<file path="src/rtl/pkt_ctrl_demux_if.sv">
// AXI-Stream bundle used by pkt_ctrl_demux for its input and both outputs.
// The master drives the payload and tvalid; the slave drives tready.
interface pkt_ctrl_demux_if #(
  parameter int DATA_WIDTH = 512
);
  logic [DATA_WIDTH-1:0]   tdata;
  logic [DATA_WIDTH/8-1:0] tkeep;
  logic                    tuser_err;
  logic                    tvalid;
  logic                    tlast;
  logic                    tready;

  modport master (output tdata, tkeep, tuser_err, tvalid, tlast, input tready);
  modport slave  (input tdata, tkeep, tuser_err, tvalid, tlast, output tready);
endinterface

</file>
<file path="src/rtl/pkt_ctrl_demux.sv">
// Classifies each H2C packet on its first beat and routes the whole packet to
// the data pipeline, the control port, or drops it. Also keeps per-class counters.
module pkt_ctrl_demux #(
  parameter int          C_DATA_WIDTH    = 512,
  parameter logic [15:0] C_CTRL_UDP_PORT = 16'hF1F2
) (
  input  logic               axis_aclk,
  input  logic               axis_rst,
  pkt_ctrl_demux_if.slave    s_axis,
  pkt_ctrl_demux_if.master   m_axis_data,
  pkt_ctrl_demux_if.master   m_axis_ctrl,
  output logic [31:0]        cnt_data_pkts,
  output logic [31:0]        cnt_ctrl_pkts,
  output logic [31:0]        cnt_drop_pkts
);
  localparam int KW = C_DATA_WIDTH / 8;

  typedef enum logic [1:0] {IDLE, FWD_DATA, FWD_CTRL, DROP} state_t;

  state_t                  state;
  state_t                  first_cls;
  state_t                  pkt_cls;

  logic [15:0]             tpid;
  logic [15:0]             ether_type;
  logic [7:0]              ip_proto;
  logic [15:0]             udp_dport;
  logic                    is_ctrl;

  logic                    data_vld;
  logic [C_DATA_WIDTH-1:0] data_dat;
  logic [KW-1:0]           data_kp;
  logic                    data_lst;
  logic                    ctrl_vld;
  logic [C_DATA_WIDTH-1:0] ctrl_dat;
  logic [KW-1:0]           ctrl_kp;
  logic                    ctrl_lst;

  logic                    data_can;
  logic                    ctrl_can;
  logic                    ready;
  logic                    hs;
  logic                    to_data;
  logic                    to_ctrl;

  // Network byte order: the lower byte index is the field's MSB.
  assign tpid       = {s_axis.tdata[12*8 +: 8], s_axis.tdata[13*8 +: 8]};
  assign ether_type = {s_axis.tdata[16*8 +: 8], s_axis.tdata[17*8 +: 8]};
  assign ip_proto   =  s_axis.tdata[27*8 +: 8];
  assign udp_dport  = {s_axis.tdata[40*8 +: 8], s_axis.tdata[41*8 +: 8]};

  assign is_ctrl = (tpid == 16'h8100) && (ether_type == 16'h0800) &&
                   (ip_proto == 8'h11) && (udp_dport == C_CTRL_UDP_PORT);

  assign first_cls = s_axis.tuser_err ? DROP : (is_ctrl ? FWD_CTRL : FWD_DATA);
  assign pkt_cls   = (state == IDLE) ? first_cls : state;

  assign data_can = !data_vld || m_axis_data.tready;
  assign ctrl_can = !ctrl_vld || m_axis_ctrl.tready;

  // IDLE waits on both registers so a first beat never needs to know its class
  // before it is accepted.
  always_comb begin
    // NOTE: assigning a default first keeps every path driven, so no latch is inferred.
    ready = 1'b0;
    if (!axis_rst) begin
      unique case (state)
        IDLE:     ready = data_can && ctrl_can;
        FWD_DATA: ready = data_can;
        FWD_CTRL: ready = ctrl_can;
        DROP:     ready = 1'b1;
        default:  ready = 1'b0;
      endcase
    end
  end

  assign s_axis.tready = ready;
  assign hs            = s_axis.tvalid && ready;
  assign to_data       = hs && (pkt_cls == FWD_DATA);
  assign to_ctrl       = hs && (pkt_cls == FWD_CTRL);

  always_ff @(posedge axis_aclk) begin
    if (axis_rst) begin
      state         <= IDLE;
      data_vld      <= 1'b0;
      data_dat      <= '0;
      data_kp       <= '0;
      data_lst      <= 1'b0;
      ctrl_vld      <= 1'b0;
      ctrl_dat      <= '0;
      ctrl_kp       <= '0;
      ctrl_lst      <= 1'b0;
      cnt_data_pkts <= '0;
      cnt_ctrl_pkts <= '0;
      cnt_drop_pkts <= '0;
    end else begin
      // NOTE: non-blocking assignments make every register see pre-edge values,
      // so the drain-then-reload ordering below is race-free.
      if (m_axis_data.tready) data_vld <= 1'b0;
      if (to_data) begin
        data_vld <= 1'b1;
        data_dat <= s_axis.tdata;
        data_kp  <= s_axis.tkeep;
        data_lst <= s_axis.tlast;
      end

      if (m_axis_ctrl.tready) ctrl_vld <= 1'b0;
      if (to_ctrl) begin
        ctrl_vld <= 1'b1;
        ctrl_dat <= s_axis.tdata;
        ctrl_kp  <= s_axis.tkeep;
        ctrl_lst <= s_axis.tlast;
      end

      // A single-beat packet starts and ends in IDLE within one handshake.
      if (hs) begin
        state <= s_axis.tlast ? IDLE : pkt_cls;
        if (s_axis.tlast) begin
          unique case (pkt_cls)
            FWD_DATA: cnt_data_pkts <= cnt_data_pkts + 32'd1;
            FWD_CTRL: cnt_ctrl_pkts <= cnt_ctrl_pkts + 32'd1;
            DROP:     cnt_drop_pkts <= cnt_drop_pkts + 32'd1;
            default:  ;
          endcase
        end
      end
    end
  end

  assign m_axis_data.tvalid    = data_vld;
  assign m_axis_data.tdata     = data_dat;
  assign m_axis_data.tkeep     = data_kp;
  assign m_axis_data.tlast     = data_lst;
  assign m_axis_data.tuser_err = 1'b0;

  assign m_axis_ctrl.tvalid    = ctrl_vld;
  assign m_axis_ctrl.tdata     = ctrl_dat;
  assign m_axis_ctrl.tkeep     = ctrl_kp;
  assign m_axis_ctrl.tlast     = ctrl_lst;
  assign m_axis_ctrl.tuser_err = 1'b0;
endmodule

</file>
<file path="src/flat_wrapper.sv">
// flat-port wrapper written by rule: the top's interface ports become plain ports
module pkt_ctrl_demux_flat 
#(
  parameter int          C_DATA_WIDTH    = 512,
  parameter logic [15:0] C_CTRL_UDP_PORT = 16'hF1F2
)
  (axis_aclk, axis_rst, cnt_data_pkts, cnt_ctrl_pkts, cnt_drop_pkts, s_axis_tdata, s_axis_tkeep, s_axis_tuser_err, s_axis_tvalid, s_axis_tlast, s_axis_tready, m_axis_data_tdata, m_axis_data_tkeep, m_axis_data_tuser_err, m_axis_data_tvalid, m_axis_data_tlast, m_axis_data_tready, m_axis_ctrl_tdata, m_axis_ctrl_tkeep, m_axis_ctrl_tuser_err, m_axis_ctrl_tvalid, m_axis_ctrl_tlast, m_axis_ctrl_tready);
  pkt_ctrl_demux_if #(.DATA_WIDTH((512))) s_axis_i ();
  pkt_ctrl_demux_if #(.DATA_WIDTH((512))) m_axis_data_i ();
  pkt_ctrl_demux_if #(.DATA_WIDTH((512))) m_axis_ctrl_i ();
  input  logic axis_aclk;
  input  logic axis_rst;
  output logic [31:0] cnt_data_pkts;
  output logic [31:0] cnt_ctrl_pkts;
  output logic [31:0] cnt_drop_pkts;
  input wire logic [$bits(s_axis_i.tdata)-1:0] s_axis_tdata;
  input wire logic [$bits(s_axis_i.tkeep)-1:0] s_axis_tkeep;
  input wire logic [$bits(s_axis_i.tuser_err)-1:0] s_axis_tuser_err;
  input wire logic [$bits(s_axis_i.tvalid)-1:0] s_axis_tvalid;
  input wire logic [$bits(s_axis_i.tlast)-1:0] s_axis_tlast;
  output wire logic [$bits(s_axis_i.tready)-1:0] s_axis_tready;
  output wire logic [$bits(m_axis_data_i.tdata)-1:0] m_axis_data_tdata;
  output wire logic [$bits(m_axis_data_i.tkeep)-1:0] m_axis_data_tkeep;
  output wire logic [$bits(m_axis_data_i.tuser_err)-1:0] m_axis_data_tuser_err;
  output wire logic [$bits(m_axis_data_i.tvalid)-1:0] m_axis_data_tvalid;
  output wire logic [$bits(m_axis_data_i.tlast)-1:0] m_axis_data_tlast;
  input wire logic [$bits(m_axis_data_i.tready)-1:0] m_axis_data_tready;
  output wire logic [$bits(m_axis_ctrl_i.tdata)-1:0] m_axis_ctrl_tdata;
  output wire logic [$bits(m_axis_ctrl_i.tkeep)-1:0] m_axis_ctrl_tkeep;
  output wire logic [$bits(m_axis_ctrl_i.tuser_err)-1:0] m_axis_ctrl_tuser_err;
  output wire logic [$bits(m_axis_ctrl_i.tvalid)-1:0] m_axis_ctrl_tvalid;
  output wire logic [$bits(m_axis_ctrl_i.tlast)-1:0] m_axis_ctrl_tlast;
  input wire logic [$bits(m_axis_ctrl_i.tready)-1:0] m_axis_ctrl_tready;
  assign s_axis_i.tdata = s_axis_tdata;
  assign s_axis_i.tkeep = s_axis_tkeep;
  assign s_axis_i.tuser_err = s_axis_tuser_err;
  assign s_axis_i.tvalid = s_axis_tvalid;
  assign s_axis_i.tlast = s_axis_tlast;
  assign s_axis_tready = s_axis_i.tready;
  assign m_axis_data_tdata = m_axis_data_i.tdata;
  assign m_axis_data_tkeep = m_axis_data_i.tkeep;
  assign m_axis_data_tuser_err = m_axis_data_i.tuser_err;
  assign m_axis_data_tvalid = m_axis_data_i.tvalid;
  assign m_axis_data_tlast = m_axis_data_i.tlast;
  assign m_axis_data_i.tready = m_axis_data_tready;
  assign m_axis_ctrl_tdata = m_axis_ctrl_i.tdata;
  assign m_axis_ctrl_tkeep = m_axis_ctrl_i.tkeep;
  assign m_axis_ctrl_tuser_err = m_axis_ctrl_i.tuser_err;
  assign m_axis_ctrl_tvalid = m_axis_ctrl_i.tvalid;
  assign m_axis_ctrl_tlast = m_axis_ctrl_i.tlast;
  assign m_axis_ctrl_i.tready = m_axis_ctrl_tready;
  pkt_ctrl_demux #(.C_DATA_WIDTH(C_DATA_WIDTH), .C_CTRL_UDP_PORT(C_CTRL_UDP_PORT)) u_core (.axis_aclk(axis_aclk), .axis_rst(axis_rst), .s_axis(s_axis_i), .m_axis_data(m_axis_data_i), .m_axis_ctrl(m_axis_ctrl_i), .cnt_data_pkts(cnt_data_pkts), .cnt_ctrl_pkts(cnt_ctrl_pkts), .cnt_drop_pkts(cnt_drop_pkts));
endmodule
</file>
<file path="config.mk">
export PLATFORM = sky130hd
export DESIGN_NAME = pkt_ctrl_demux_flat
export DESIGN_NICKNAME = d
export VERILOG_FILES = /design/src/rtl/pkt_ctrl_demux_if.sv /design/src/rtl/pkt_ctrl_demux.sv /design/src/flat_wrapper.sv
export SDC_FILE = /design/constraint.sdc
export NUM_CORES = 2
export LEC_CHECK = 0
export BUFFER_PORTS_ARGS = -buffer_cell sky130_fd_sc_hd__buf_2
export CAP_MARGIN = 20
export CELL_PAD_IN_SITES_DETAIL_PLACEMENT = 0
export CELL_PAD_IN_SITES_GLOBAL_PLACEMENT = 1
export CORE_AREA = 10 10 702 704
export CTS_BUF_LIST = sky130_fd_sc_hd__clkbuf_4
export DETAILED_ROUTE_END_ITERATION = 8
export DIE_AREA = 0 0 712 714
export PLACE_DENSITY_LB_ADDON = 0.1
export SLEW_MARGIN = 20
export SYNTH_ARGS = -nofsm -noshare
export SYNTH_HDL_FRONTEND = slang
export SYNTH_SLANG_ARGS = --single-unit
</file>
<file path="constraint.sdc">
create_clock -name axis_aclk -period 8.6 [get_ports axis_aclk]
set_input_delay 0.43 -clock axis_aclk [delete_from_list [all_inputs] [get_ports axis_aclk]]
set_output_delay 0.43 -clock axis_aclk [all_outputs]
set_load 0.02 [all_outputs]
</file>
Yosys cells after proc, flatten, opt, wreduce, memory -nomap -nowiden. Cells that the tools add are included.

Register bits: 1254. Input port bits: 583. Output and inout bits: 1255. Logic and storage cells: 52.

Add/sub/neg operators: 3. Equality and inequality tests: 10. Multiplexer cells: 10. Reduce and logical (&&, ||, !) cells: 17.

Operators with widths (number): adder 32 x 1 -> 32 bit (second input constant) (3); equality test 16 bit (second input constant) (2); equality test 16 x 12 -> 1 bit (second input constant) (1); AND reduction 3 bit (3); equality test 2 bit (second input constant) (4); equality test 8 x 5 -> 1 bit (second input constant) (1); 2-to-1 mux 2 bit (4); logical AND 1 bit (7); 2-to-1 mux 1 bit (5); equality test 2 x 1 -> 1 bit (second input constant) (2); one-hot mux 1 bit (4 select lines) (1); nonzero test 2 bit (2); zero test 1 bit (2); zero test 2 bit (1); logical OR 1 bit (2).

Depth between registers and ports, before layout.
Depth after elaboration: 10. Depth in mapped cells: 10. Mapped depth without buffers: 6.

Least setup slack after synthesis. Ideal clock, no wire load.

Path kind: input port to flip-flop. From: in s_axis_tdata[330]. To: reg u_core.cnt_ctrl_pkts[20]. Library setup time: 123 ps. Arrival time: 2972 ps. Data required time: 8477 ps. Slack: 5505 ps. Cell stages on the path: 7. Path buffers: 2. Cells stage by stage: or4b_1 -> or4_1 -> or4_1 -> buf_2 -> buf_6 -> a2111oi_1 -> mux2_1.

Cells in the longest elaborated chain, start to end: 7.

Ends and longest elaborated chain: start, declared (line flat_wrapper.sv:16) `input wire logic [$bits(s_axis_i.tdata)-1:0] s_axis_tdata;`; equality test 16 bit (line pkt_ctrl_demux.sv:53) `(ip_proto == 8'h11) && (udp_dport == C_CTRL_UDP_PORT);`; logical AND 1 bit (line pkt_ctrl_demux.sv:53); 2-to-1 mux 2 bit (2 in a row) (line pkt_ctrl_demux.sv:55) `assign first_cls = s_axis.tuser_err ? DROP : (is_ctrl ? FWD_CTRL : FWD_DATA);`; 2-to-1 mux 2 bit (line pkt_ctrl_demux.sv:56) `assign pkt_cls = (state == IDLE) ? first_cls : state;`; equality test 2 bit (line pkt_ctrl_demux.sv:119) `unique case (pkt_cls)`; AND reduction 3 bit (no line); end signal, assigned (line pkt_ctrl_demux.sv:121) `FWD_CTRL: cnt_ctrl_pkts <= cnt_ctrl_pkts + 32'd1;`; end, declared (line pkt_ctrl_demux.sv:13) `output logic [31:0] cnt_ctrl_pkts,`.

Every way passes these cells. A chain may end at the register's enable or synchronous reset.

Worst setup path after layout.
From: reg u_core.state[0]. To: reg u_core.ctrl_dat[143], in the netlist u_core.m_axis_ctrl.tdata[143].

Cells in the longest elaborated chain, start to end: 5. Elaborated cells between the ends (all ways): 10. Classes of those cells: eq/ne: 4; mux: 3; reduce/logical: 3.

Ends and longest elaborated chain: start, declared (line pkt_ctrl_demux.sv:20) `state_t state;`; start signal, assigned (line pkt_ctrl_demux.sv:117) `state <= s_axis.tlast ? IDLE : pkt_cls;`; equality test 2 bit (tied with other cells) (line pkt_ctrl_demux.sv:67) `unique case (state)`; one-hot mux 1 bit (4 select lines) (line pkt_ctrl_demux.sv:67); 2-to-1 mux 1 bit (line pkt_ctrl_demux.sv:66) `if (!axis_rst) begin`; logical AND 1 bit (line pkt_ctrl_demux.sv:78) `assign hs = s_axis.tvalid && ready;`; logical AND 1 bit (*) (line pkt_ctrl_demux.sv:80) `assign to_ctrl = hs && (pkt_cls == FWD_CTRL);`; end signal, assigned (line pkt_ctrl_demux.sv:110) `ctrl_dat <= s_axis.tdata;`; end, declared (line pkt_ctrl_demux.sv:35) `logic [C_DATA_WIDTH-1:0] ctrl_dat;`.

Mark *: on every way between the ends. The rest lies on a longest branch, timed or not.

==> impl_metrics.yaml <==
worst_setup_path:
  worstPathRequired_ns: 9.89
  end_kind: "register"
  r2r_slack_ns: 2.76
  critPathArrivalTime_ns: 7.14
  path_max_fanout: 106
  reg2reg_from: "u_core.state[0]"
  critPathKind: "register to register"
  startpoint_type: "register"
  reg2reg_to: "u_core.m_axis_ctrl.tdata[143]"
  r2r_cells: 10
final_layout:
  multi_input_area_um2: 20000
  register_area_um2: 25100
  layout-drive-gt1-share_pct: 38.00
  fin_cells: 15060
  num-fill-cells: 54510
  layout.nets: 8842
  area_delta_synth_final_pct: 69.27
pwr:
  power_mw: 15.33
  netSwitchingFraction_pct: 31.49
  p_switching_mw: 4.827
  p_int_mw: 10.50
  leakagePower_nw: 40.96
  pwr-share-seq_pct: 40.0
  pwr-share-comb_pct: 14.3
  power_frac_clock_pct: 45.7
  powerDensity_nw_per_um2: 183.2
  ir_drop_uv: 113.4
global_routing:
  grtUsageTotal_pct: 15.68
  antenna_found_initial: 181
  grt_pass1_vias: 56300
  grt_overflow_total: 0
  grt_first_pass_wirelength_um: 549900
  grt_max_degree: 191
clock_tree:
  postCtsSetupRepairBufs: 0
  cts.path.max_buffers: 4
  root_buffer: "clkbuf_4"
  cts_sinks: 1254
  cts_made_buffers: 435
  insertion_delay_ns: 1.50
  cts_htree_levels: 5
  tritoncts: "yes"
  clkTransAtPathRegs_ns: 0.06
drt:
  firstDrtPassIters: 5
  wl_per_cell_um: 27.96
  num_vias: 54130
  wirelength_um: 421100
  first_iter_violations: 2210
  postRouteAntennaNets: 0
  vias_per_cell: 3.595
  drcViolationCount: 0
die:
  dieWidth_um: 712
  die_area_um2: 508400
  row_count: 254
  initial_core_util_pct: 10.34
  die_h_um: 714
  core-area_um2: 478000
  io_pins: 1838
placement:
  portBuffers: 1835
  dpl.cell_count: 12960
  gp_congestion: 0.8111
  dp_hpwl_um: 321500
sta:
  setup_viol_count_final: 0
  hold_viol: 0
  fmax_mhz: 171.2
  clock_skew_ns: 0.1098
  rsz0062_at_grt: "no"
  fin_tns_setup_ns: 0
  relSlewSlack_pct: 17.75
  layout_min_cycle_time_ns: 5.842
  slew_violations: 0
  post-route-period-util_pct: 67.93
  worstMarginPinSlew_ns: 1.234
logic_synthesis:
  ys_seq_elements: 1254
  synth_xor_xnor_area_share_pct: 0.2304
  synth-warning-count: 0
  syn-instance-count: 5146
  avgSynthCellArea_um2: 9.604
  synthSimpleGateAreaFrac_pct: 15.39
  synth_compound_area_share_pct: 11.96
  synth_cell_type_count: 50
  async_flop_share_pct: 0
  synth_top_family_by_area: "simple AND/OR/NAND/NOR gates"
  seq_area_frac_synth_pct: 50.80
  synthMuxAreaShare_pct: 12.57
  synth_flop_cell: "dfxtp_1"
  synth-adder-area-share_pct: 0.07595
  synthesis.area_um2: 49420
  synth-edff-count: 0
job:
  maxCapViolCount: 0
min_path:
  holdCritStartpoint: "s_axis_tdata[318]"
  min_path_cells: 4
  hold_class: "input port to register"
  holdPathEnd: "u_core.m_axis_ctrl.tdata[318]"
outcome:
  status: "finished, final reports clean"
==> layer usage <==
| metal | track usage, % | vias up | part of all wire [%] | routed length, um |
|---|---|---|---|---|
| li1 | - | 24780 | - | - |
| met2 | 28.57 | 1922 | 51 | 213300 |
| met5 | 0 | - | 0.042 | 177 |
| met4 | 4.557 | 28 | 3.3 | 13870 |
| met1 | 17.18 | 26700 | 38 | 162000 |
| met3 | 5.251 | 702 | 7.5 | 31740 |
==> timing repair <==
| action | CTS | global route |
|---|---|---|
| gates resized for setup | 0 | 0 |
| hold buffers | 1259 | 0 |
| endpoints found under the hold margin | 1253 | 0 |
==> power by group through the flow <==
stage	clock network, mW	registers [mW]	logic [mW]
after floorplan	0	6.47	0.548
final	7.01	6.12	2.20
after detailed placement	0	6.25	1.76
after global routing	7.71	6.14	2.34
after CTS	7.48	6.12	2.28
after global placement	0	6.25	1.76
==> sequential cells by signal, summed over array words and instances, names as in the netlist <==
register / cells
u_core.m_axis_ctrl.tdata: 512
u_core.cnt_drop_pkts: 32
u_core.m_axis_data.tkeep: 64
u_core.m_axis_ctrl.tvalid: 1
u_core.m_axis_data.tvalid: 1
u_core.m_axis_ctrl.tkeep: 64
u_core.m_axis_data.tlast: 1
u_core.state: 2
u_core.cnt_data_pkts: 32
u_core.m_axis_ctrl.tlast: 1
u_core.m_axis_data.tdata: 512
u_core.cnt_ctrl_pkts: 32
==> critical path, stage by stage (launching register included) <==
cell and delay, ns:
dfxtp_1 0.43, or4b_1 0.68, or4_1 0.72, or4_1 0.49
dlygate4sd3_1 0.57, buf_4 0.28, a21o_4 0.45, buf_12 0.34
buf_12 0.46, mux2i_1 0.23, dlygate4sd3_1 0.60
==> per-stage QoR <==
stage	area (um2)	utilization (%)	setup WS [ns]	hold WS, ns
6_report	83650	17.50	2.758	0.1884
5_1_grt	83520	17.47	2.677	0.08179
4_1_cts	83440	17.46	2.824	0.0003823
3_5_place_dp	65270	13.65	3.428	0.4478
3_3_place_gp	65180	13.64	0.8913	0.4436
2_1_floorplan	49420	-	5.505	0.5354
==> cells in the mapped netlist (17+ instances only) <==
cell / count / area, um2
a31o_2: 576 / 5045
clkbuf_1: 335 / 1257
mux2_2: 30 / 337.8
mux2i_1: 580 / 5806
nand4_1: 44 / 275.3
o31ai_1: 17 / 127.6
nor4_1: 585 / 3660
dfxtp_1: 1254 / 25100
buf_4: 25 / 187.7
buf_2: 83 / 415.4
buf_6: 26 / 292.8
a21oi_1: 47 / 235.2
buf_1: 25 / 93.84
nor2_1: 61 / 229.0
nand3_1: 37 / 185.2
inv_1: 582 / 2185
nand2_1: 617 / 2316
nor2b_1: 34 / 212.7
or4_1: 21 / 157.7
==> kinds of logic after synthesis <==
logic type,after synthesis
simple gates,1481
flops,1254
buf+inv,1077
compound gates,701
mux,616
xor+xnor,13
fa+ha+maj,3
other cells,1
==> worst max path at each step <==
stage	from	end	cells after the start
floorplan	s_axis_tdata[330]	u_core.cnt_ctrl_pkts[20]	7
global placement	s_axis_tdata[105]	u_core.m_axis_data.tdata[226]	9
detailed placement	s_axis_tdata[98]	u_core.m_axis_data.tdata[290]	10
CTS	u_core.state[0]	u_core.m_axis_ctrl.tdata[143]	10
global route	u_core.state[0]	u_core.m_axis_ctrl.tdata[216]	10
finish	u_core.state[0]	u_core.m_axis_ctrl.tdata[143]	10
==> placed cells by master (no fill, tap or decap), types with 12 or more instances in the layout <==
cell type	instances
nand2_1	617
nand3_1	37
nor2_1	60
nor4_1	578
a31o_2	576
o31ai_1	17
mux2i_1	580
a211oi_1	12
or4_1	21
diode_2	87
or3_1	12
a21oi_1	47
inv_1	582
buf_4	51
nand4_1	44
and3_1	12
nor2b_1	34
dfxtp_1	1254
mux2_2	30
buf_2	1835
o21ai_0	13
clkinv_1	40
buf_12	18
xor2_1	12
nor3_1	12
dlygate4sd3_1	1259
clkbuf_4	688
==> cell type report <==
| type | instances | area share, % |
|---|---|---|
| Clock inverter | 63 | 0.4816 |
| Multi-Input combinational cell | 2816 | 23.90 |
| Inverter | 583 | 2.625 |
| Clock buffer | 688 | 6.174 |
| Sequential cell | 1254 | 30.01 |
| Antenna cell | 87 | 0.2603 |
| Timing Repair Buffer | 3166 | 26.97 |
| Tap cell | 6400 | 9.573 |
Note: power is estimated with default switching activity, not from simulation.
